==> src/rtl/carro_scheduler.sv <==
// Enemy-car slot sequencer: once per frame walks every slot, advances or retires it, then tries one spawn.
// Optional CARRO_SPEEDUP_EN adds a saturating speed bonus that grows every 8 successful spawns.
module carro_scheduler #(
    parameter int NUM_CARS     = 4,
    parameter int SCREEN_H     = 480,
    parameter int SPAWN_GAP    = 90,
    parameter int LANE_LEFT_X  = 100,
    parameter int LANE_RIGHT_X = 300
) (
    input  logic                iClk,
    input  logic                iRst_n,
    input  logic                iFrameTick,
    input  logic                iStart,
    input  logic                iStop,
    input  logic                iPause,
    input  logic [2:0]          iSpeed,
    output logic [2:0]          oSlotSel,
    output logic                oEnable,
    output logic                oSalto,
    output logic [8:0]          oPosicionX,
    output logic [8:0]          oPosicionY,
    output logic [NUM_CARS-1:0] oActiveMask,
    output logic                oBusy,
    output logic                oOverrun
);
    localparam int IDX_W = (NUM_CARS > 1) ? $clog2(NUM_CARS) : 1;
    localparam logic [IDX_W-1:0] LAST_SLOT = IDX_W'(NUM_CARS - 1);
    localparam logic [9:0] SCREEN_LIM = 10'(SCREEN_H);
    localparam logic [8:0] X_LEFT     = 9'(LANE_LEFT_X);
    localparam logic [8:0] X_RIGHT    = 9'(LANE_RIGHT_X);
    localparam logic [7:0] GAP        = 8'(SPAWN_GAP);

    typedef enum logic [1:0] {IDLE, WAIT, SCAN, SPAWN} state_t;

    state_t              state;
    logic [8:0]          posY [NUM_CARS];
    logic [NUM_CARS-1:0] lane;
    logic [7:0]          spawnCnt;
    logic [7:0]          lfsr;
    logic [IDX_W-1:0]    slotIdx;
    logic [IDX_W-1:0]    freeIdx;
    logic                freeFound;
    logic [2:0]          effSpeed;
    logic [9:0]          sum;

    // Lowest-index free slot is the spawn target.
    always_comb begin
        freeFound = 1'b0;
        freeIdx   = '0;
        for (int i = NUM_CARS - 1; i >= 0; i--) begin
            if (!oActiveMask[i]) begin
                freeFound = 1'b1;
                freeIdx   = IDX_W'(i);
            end
        end
    end

    assign sum = {1'b0, posY[slotIdx]} + {7'b0, effSpeed};

`ifdef CARRO_SPEEDUP_EN
    logic [2:0] bonus;
    logic [2:0] spawnTally;
    logic       spawnOk;

    function automatic logic [2:0] satSpeed(input logic [3:0] s);
        return (s > 4'd7) ? 3'd7 : s[2:0];
    endfunction

    assign spawnOk  = (state == SPAWN) && !iStop && (spawnCnt == 8'd1) && freeFound;
    assign effSpeed = satSpeed({1'b0, iSpeed} + {1'b0, bonus});

    always_ff @(posedge iClk or negedge iRst_n) begin
        if (!iRst_n) begin
            bonus      <= '0;
            spawnTally <= '0;
        end else if (iStop) begin
            bonus      <= '0;
            spawnTally <= '0;
        end else if (spawnOk) begin
            spawnTally <= spawnTally + 3'd1;
            if (spawnTally == 3'd7 && bonus != 3'd7)
                bonus <= bonus + 3'd1;
        end
    end
`else
    assign effSpeed = iSpeed;
`endif

    always_ff @(posedge iClk or negedge iRst_n) begin
        if (!iRst_n) begin
            state       <= IDLE;
            slotIdx     <= '0;
            spawnCnt    <= GAP;
            lfsr        <= 8'hA5;
            lane        <= '0;
            oActiveMask <= '0;
            oSlotSel    <= '0;
            oEnable     <= 1'b0;
            oSalto      <= 1'b0;
            oPosicionX  <= '0;
            oPosicionY  <= '0;
            oBusy       <= 1'b0;
            oOverrun    <= 1'b0;
            for (int i = 0; i < NUM_CARS; i++) posY[i] <= '0;
        end else begin
            lfsr    <= {lfsr[6:0], lfsr[7] ^ lfsr[5] ^ lfsr[4] ^ lfsr[3]};
            oEnable <= 1'b0;
            oSalto  <= 1'b0;
            if (iFrameTick && (state == SCAN || state == SPAWN))
                oOverrun <= 1'b1;
            if (iStop) begin
                state       <= IDLE;
                slotIdx     <= '0;
                spawnCnt    <= GAP;
                lane        <= '0;
                oActiveMask <= '0;
                oBusy       <= 1'b0;
                oOverrun    <= 1'b0;
                for (int i = 0; i < NUM_CARS; i++) posY[i] <= '0;
            end else begin
                case (state)
                    IDLE: if (iStart) state <= WAIT;
                    WAIT: begin
                        if (iFrameTick && !iPause) begin
                            state   <= SCAN;
                            slotIdx <= '0;
                            oBusy   <= 1'b1;
                        end
                    end
                    SCAN: begin
                        if (oActiveMask[slotIdx]) begin
                            oSlotSel   <= 3'(slotIdx);
                            oPosicionX <= lane[slotIdx] ? X_RIGHT : X_LEFT;
                            if (sum >= SCREEN_LIM) begin
                                oActiveMask[slotIdx] <= 1'b0;
                                posY[slotIdx]        <= '0;
                                oSalto               <= 1'b1;
                                oPosicionY           <= '0;
                            end else begin
                                posY[slotIdx] <= sum[8:0];
                                oEnable       <= 1'b1;
                                oPosicionY    <= sum[8:0];
                            end
                        end
                        if (slotIdx == LAST_SLOT) state <= SPAWN;
                        else slotIdx <= slotIdx + IDX_W'(1);
                    end
                    SPAWN: begin
                        state   <= WAIT;
                        oBusy   <= 1'b0;
                        slotIdx <= '0;
                        if (spawnCnt == 8'd1) begin
                            // Counter reloads whether or not a slot was free.
                            spawnCnt <= GAP;
                            if (freeFound) begin
                                oActiveMask[freeIdx] <= 1'b1;
                                posY[freeIdx]        <= '0;
                                lane[freeIdx]        <= lfsr[0];
                                oEnable              <= 1'b1;
                                oSlotSel             <= 3'(freeIdx);
                                oPosicionX           <= lfsr[0] ? X_RIGHT : X_LEFT;
                                oPosicionY           <= '0;
                            end
                        end else begin
                            spawnCnt <= spawnCnt - 8'd1;
                        end
                    end
                    default: state <= IDLE;
                endcase
            end
        end
    end
endmodule

==> config.mk <==
export PLATFORM = sky130hd
export DESIGN_NAME = carro_scheduler
export DESIGN_NICKNAME = d
export VERILOG_FILES = /design/src/rtl/carro_scheduler.sv
export SDC_FILE = /design/constraint.sdc
export NUM_CORES = 1
export LEC_CHECK = 0
export CORE_MARGIN = 10
export CORE_UTILIZATION = 45
export CTS_BUF_LIST = sky130_fd_sc_hd__clkbuf_8
export DETAILED_ROUTE_END_ITERATION = 12
export DONT_BUFFER_PORTS = 1
export PLACE_DENSITY = 0.6
export SLEW_MARGIN = 10
export SYNTH_ARGS = -nofsm -noshare
export SYNTH_HDL_FRONTEND = slang
export SYNTH_SLANG_ARGS = --single-unit
==> constraint.sdc <==
create_clock -name iClk -period 3.85 [get_ports iClk]
set_input_delay 0.77 -clock iClk [delete_from_list [all_inputs] [get_ports iClk]]
set_output_delay 0.77 -clock iClk [all_outputs]
set_load 0.01 [all_outputs]
### Word-level counts from Yosys, hierarchy flattened

Cells that the tools add are included.

| storage, ports and cells | value |
|---|---|
| flip-flop bits (word level) | 89 |
| latch bits | 0 |
| RAM bits | 0 |
| ROM bits | 0 |
| bits of input ports | 9 |
| output and inout port bits | 29 |
| word-level logic and storage cells | 165 |
| memories kept | 0 |

| operators by class | value |
|---|---|
| add/subtract/negate cells | 3 |
| multiply operators | 0 |
| div/mod/pow operators | 0 |
| $lt $le $gt $ge | 9 |
| eq/ne operators | 16 |
| shift-type cells | 0 |
| muxes and demuxes | 83 |
| bitwise logic cells | 13 |
| reduce and logical (&&, ||, !) cells | 24 |

Operator list:

| operator | number |
|---|---|
| two-way mux 36 bit | 5 |
| two-way mux 9 bit | 13 |
| bitwise AND 36 bit | 2 |
| NOT 36 bit | 2 |
| case mux 36 bit (2 select lines) | 1 |
| bitwise mux 36 bit | 1 |
| demux 9 bit (select 2 bit) | 2 |
| two-way mux 4 bit | 9 |
| case mux 9 bit (2 select lines) | 2 |
| two-way mux 8 bit | 3 |
| two-way mux 2 bit | 11 |
| two-way mux 1 bit | 21 |
| binary-select mux 9 bit (select 2 bit) | 1 |
| != test 3 x 2 -> 1 bit (second input constant) | 4 |
| != test 3 bit (second input constant) | 4 |
| adder 9 x 3 -> 10 bit | 1 |
| greater-or-equal comparator 10 x 9 -> 1 bit (second input constant) | 1 |
| AND reduction 5 bit | 2 |
| nonzero test 2 bit | 5 |
| two-way mux 3 bit | 3 |
| AND reduction 3 bit | 3 |
| == test 8 x 1 -> 1 bit (second input constant) | 1 |
| case mux 2 bit (4 select lines) | 1 |
| case mux 4 bit (2 select lines) | 1 |
| 30 further kinds | 49 |

### Longest topological paths before layout

| logic depth | value |
|---|---|
| word-level depth | 15 |
| gate-level depth with buffers | 13 |

### Worst setup path after synthesis

Ideal clock, no wire load.

| timing path | value |
|---|---|
| kind | register -> register |
| start | register slotIdx[0] |
| end | register posY[12] (netlist name) |
| library setup time | 0.121 ns |
| data arrival time | 3.358 ns |
| data required time | 3.729 ns |
| path slack | 0.371 ns |
| cell stages (with the launch flop) | 13 |
| buffers on the path | 2 |
| period minus slack after synthesis | 3.479 ns |
| path through | dfrtp_1 > buf_6 > buf_2 > mux4_2 > ha_1 > fa_1 > a21o_1 > and3_1 > o32ai_4 > a21oi_4 > a221o_1 > a21o_1 > a22o_1 |

| between the ends | value |
|---|---|
| cells in the longest elaborated chain, start to end | 11 |

Ends and longest elaborated chain:

| item | line | text |
|---|---|---|
| start: declaration | 40 | `logic [IDX_W-1:0] slotIdx;` |
| start signal: assignment | 146 | `else slotIdx <= slotIdx + IDX_W'(1);` |
| branches (longest 11 deep; another with adder 9 x 3 -> 10 bit) | n/a |  |
| end signal: indexed assignment | 140 | `posY[slotIdx] <= sum[8:0];` |
| end: declaration | 36 | `logic [8:0] posY [NUM_CARS];` |

Several ways; the timed one is not identified. The select of a mux whose other input is x is not followed.
A chain may end at the register's enable or synchronous reset.

### Worst setup path after layout

| timing path | value |
|---|---|
| start | register slotIdx[0] |
| end | register posY[31] (netlist name) |

Same word-level chain as after synthesis.

==> flow_results.org <==
** CTS
- Post-cts hold buffer count :: 0
- Number of buffers on the longest clock path :: 2
- TritonCTS built the clock tree.
- The clock drives 82 sinks.
- Clock latency on the worst-skew pair :: 0.37 ns
- Post-cts resize count :: 0
- After clock tree synthesis, the clock-pin slew on the worst setup and hold paths is 0.09 ns.
- The H-tree was split into 3 levels.
- Number of buffers created by CTS :: 9
- Cell at the root of the clock tree :: sky130_fd_sc_hd__clkbuf_8
- Post-CTS timing repair inserted 0 buffers for setup.

** Die
- Num ports :: 38
- Width of the die :: 123 µm
- For this configuration, the core starts out at a cell density of 0.464.
- Die outline height :: between 100 and 150 µm
- After floorplanning, the core was sized to cover 10300 µm².
- The die covers 15200 µm².
- # rows :: 37

** Logic synthesis
- The synthesized design contains between 80 and 90 register bits.
- Netlist cell types :: 65
- Summing every instance area after synthesis gives approximately 4800 µm².
- Share of the yosys chip area belonging to registers :: 0.431
- Post-synth ARST share :: 1.00
- Share of synthesized area spent on multiplexers :: 0.0690
- The compound-gate portion of the synthesized area was 0.262.
- After synthesis, the largest family of logic cells by area is compound AO/OA/AOI/OAI gates.
- Count of mapped cells out of synthesis :: 494
- Of the total synthesized cell area, the portion taken by AND, OR, NAND and NOR gates is 0.130.
- Post-Synth Adder-Cell Area :: 0.0382
- Yosys mapped a number of flops with a built-in enable equal to 0.
- Count of warnings emitted by yosys :: 0
- Dominant synthesized flop cell :: sky130_fd_sc_hd__dfrtp_1
- XOR/XNOR share of the synthesized area :: 0.0146
- In this run the mean area of a mapped cell was 9.69 µm².

** STA
- Setup violations remaining at the end of the flow were counted as 0.
- Maximum frequency from static timing analysis :: 0.275 GHz
- RSZ-0062 raised after global routing :: no
- Total Negative Setup Slacks :: 0 ns
- Count of pins over their slew limit :: 0
- Final Hold Slack :: about 0.084 ns
- Worst slew slack as a fraction of its limit :: 0.414
- Final hold violation count :: 0
- Final clock period utilization by the worst path :: 0.945
- Measured slew at the worst slew-check pin :: 0.872 ns
- The clock arrives with 0.0105 ns of skew.
- Clock period minus worst slack :: 3.64 ns

** Setup path
- Reg2reg path depth :: 10
- Category of the worst setup path capture point :: register
- The setup path with the least slack is of type reg -> reg.
- STA puts the critical path data required time at 4.17 ns.
- STA classifies the critical path startpoint as a register.
- Data arrival at the endpoint of the critical path :: 3.95 ns
- Maximum fanout along the worst path :: 6

** GRT
- Global-route usage over all layers :: 0.185
- Entering global routing, the biggest net connects slightly above 80 pins.
- First-pass GRT wire length :: 21900 µm
- Antenna violations before repair :: 0
- GR Overflow Total :: 0
- Number of global-route vias before repair :: slightly below 4000

** Min path
- In this run the worst hold path is classified as in -> async.

** Power
- Dividing total power by cell area gives a power density of 437 nW/µm².
- Maximum vdd drop :: 0.184 mV
- The design draws 2230 µW.
- For this design the static power due to leakage is 0.00216 µW.

** Placement
- Final weighted congestion of routability-driven global placement :: 0.908
- HPWL after DPL :: 9680 µm
- During placement, the flow inserted port buffers numbering 0.
- Once placement completed, the tool counted placed cells totaling 617.

** Routing
- Final routed wirelength across all metal layers :: 13700 µm
- The count of nets left with antenna violations once routing finished came out at 0.
- Detailed routing inserted a total of between 4000 and 5000 vias.
- After detailed routing, the average wire length per cell comes to 21.6 µm.
- First-pass iteration count of the detailed router :: 6
- Using the TritonRoute via totals, the vias-per-cell ratio works out to 6.38.
- DRC Markers :: 0
- In this run, the number of DRC markers left after iteration 0 of detailed routing was 436.

** Cells and area
- In the layout the commonest cells are sky130_fd_sc_hd__dfrtp_1 (74), sky130_fd_sc_hd__nand2_1 (71), sky130_fd_sc_hd__o21ai_0 (38), sky130_fd_sc_hd__a21oi_1 (30), sky130_fd_sc_hd__inv_1 (26).
- The count of cells in the finished layout, fillers not included, comes to about 630.
- Fin nets :: approximately 520
- Share of cells above drive strength 1 :: 0.119
- P&R area growth vs syn :: 6.48%
- Once layout is complete, the utilization of the core stands at 0.494.
- The library cell used most frequently in the layout, excluding fill and tap cells, is sky130_fd_sc_hd__dfrtp_1.
- 0 antenna diodes ended up in the layout.

** Run status
- The flow ran to the end, and the final reports show no timing, DRC or antenna violations.

** Job
- Max-cap violations in this run came to 0.
## worst paths after layout
path | startpoint | end | slack (ns)
max in group asynchronous | iRst_n | lfsr[7] | 3.54
hold / removal | iRst_n | oSalto | 0.08
setup reg to reg | slotIdx[0] | posY[31] | 0.21
hold reg to reg | lfsr[1] | lfsr[2] | 0.36
min in group iClk | lfsr[1] | lfsr[2] | 0.36
setup / recovery | slotIdx[0] | posY[31] | 0.21
## registers in the layout, summed over array words and instances (netlist names)
signal       cells
oBusy            1
oSalto           1
lane             4
oPosicionX       3
oEnable          1
oActiveMask      4
oOverrun         1
oSlotSel         2
oPosicionY       9
state            2
spawnCnt         8
posY            36
lfsr             8
slotIdx          2
## metal layers
layer / global-route usage / vias to the layer above / wire length (µm)
li1: - / 1819 / -
met1: 0.258 / 1987 / 6030
met2: 0.266 / 190 / 5900
met3: 0.0451 / 45 / 1250
met4: 0.0830 / 0 / 504
met5: 0 / - / 0
## worst max-delay path, cell delays in order, from the launching register on
cell and delay, ns:
sky130_fd_sc_hd__dfrtp_1 0.45, sky130_fd_sc_hd__mux4_2 0.53, sky130_fd_sc_hd__ha_1 0.23, sky130_fd_sc_hd__fa_1 0.44, sky130_fd_sc_hd__a21o_1 0.24, sky130_fd_sc_hd__and3_1 0.21, sky130_fd_sc_hd__o32a_2 0.27, sky130_fd_sc_hd__nor3_1 0.73
sky130_fd_sc_hd__a221oi_1 0.24, sky130_fd_sc_hd__nor2_1 0.13, sky130_fd_sc_hd__a211o_1 0.11
## logic make-up (layout without fill, tap and decap cells)
logic type               after synthesis  after routing
multiplexers                          18             18
AO/OA/AOI/OAI                        175            175
adder cells (fa/ha/maj)               14             14
buffers and inverters                 57             56
other                                  1              5
XOR/XNOR                               8              8
flip-flops                            82             82
AND/OR/NAND/NOR                      139            139
## cell usage after synthesis, drive strengths merged, types with 4 or more instances
cell	n	area, µm²
dfrtp	74	1850
nand2	71	267
o21ai	40	200
a21oi	33	191
inv	25	93.8
nor2	22	85.1
buf	17	108
clkbuf	15	56.3
a21o	13	97.6
ha	13	163
nand3	13	65.1
a22o	12	105
mux4	11	259
nor3	10	55.1
a22oi	8	60.1
a32o	8	80.1
dfstp	8	210
o31ai	7	52.6
a211oi	6	45.0
a221o	6	60.1
mux2i	6	60.1
a31oi	5	31.3
and2	5	31.3
and3	5	31.3
o311ai	5	43.8
a221oi	4	35.0
o221ai	4	35.0
xnor2	4	35.0
xor2	4	35.0
## cell type report
class | count | area (µm²)
fill | 944 | 5230
multi-input combinational | 359 | 2480
sequential | 82 | 2060
tap | 136 | 170
clock buffer | 9 | 124
timing repair buffer | 15 | 113
inverter | 25 | 93.8
clock inverter | 7 | 52.6
## power by group
group	internal, µW	switching (µW)
registers	933	104
clock network	237	350
logic	219	383
## through the flow
stage	worst slack [ns]	instance area [µm²]
2_1_floorplan	0.371	4800
3_3_place_gp	0.349	4920
3_5_place_dp	0.301	4920
4_1_cts	0.278	5100
5_1_grt	0.0244	5100
6_report	0.212	5100
No activity file was read; power rests on OpenSTA's default activity.
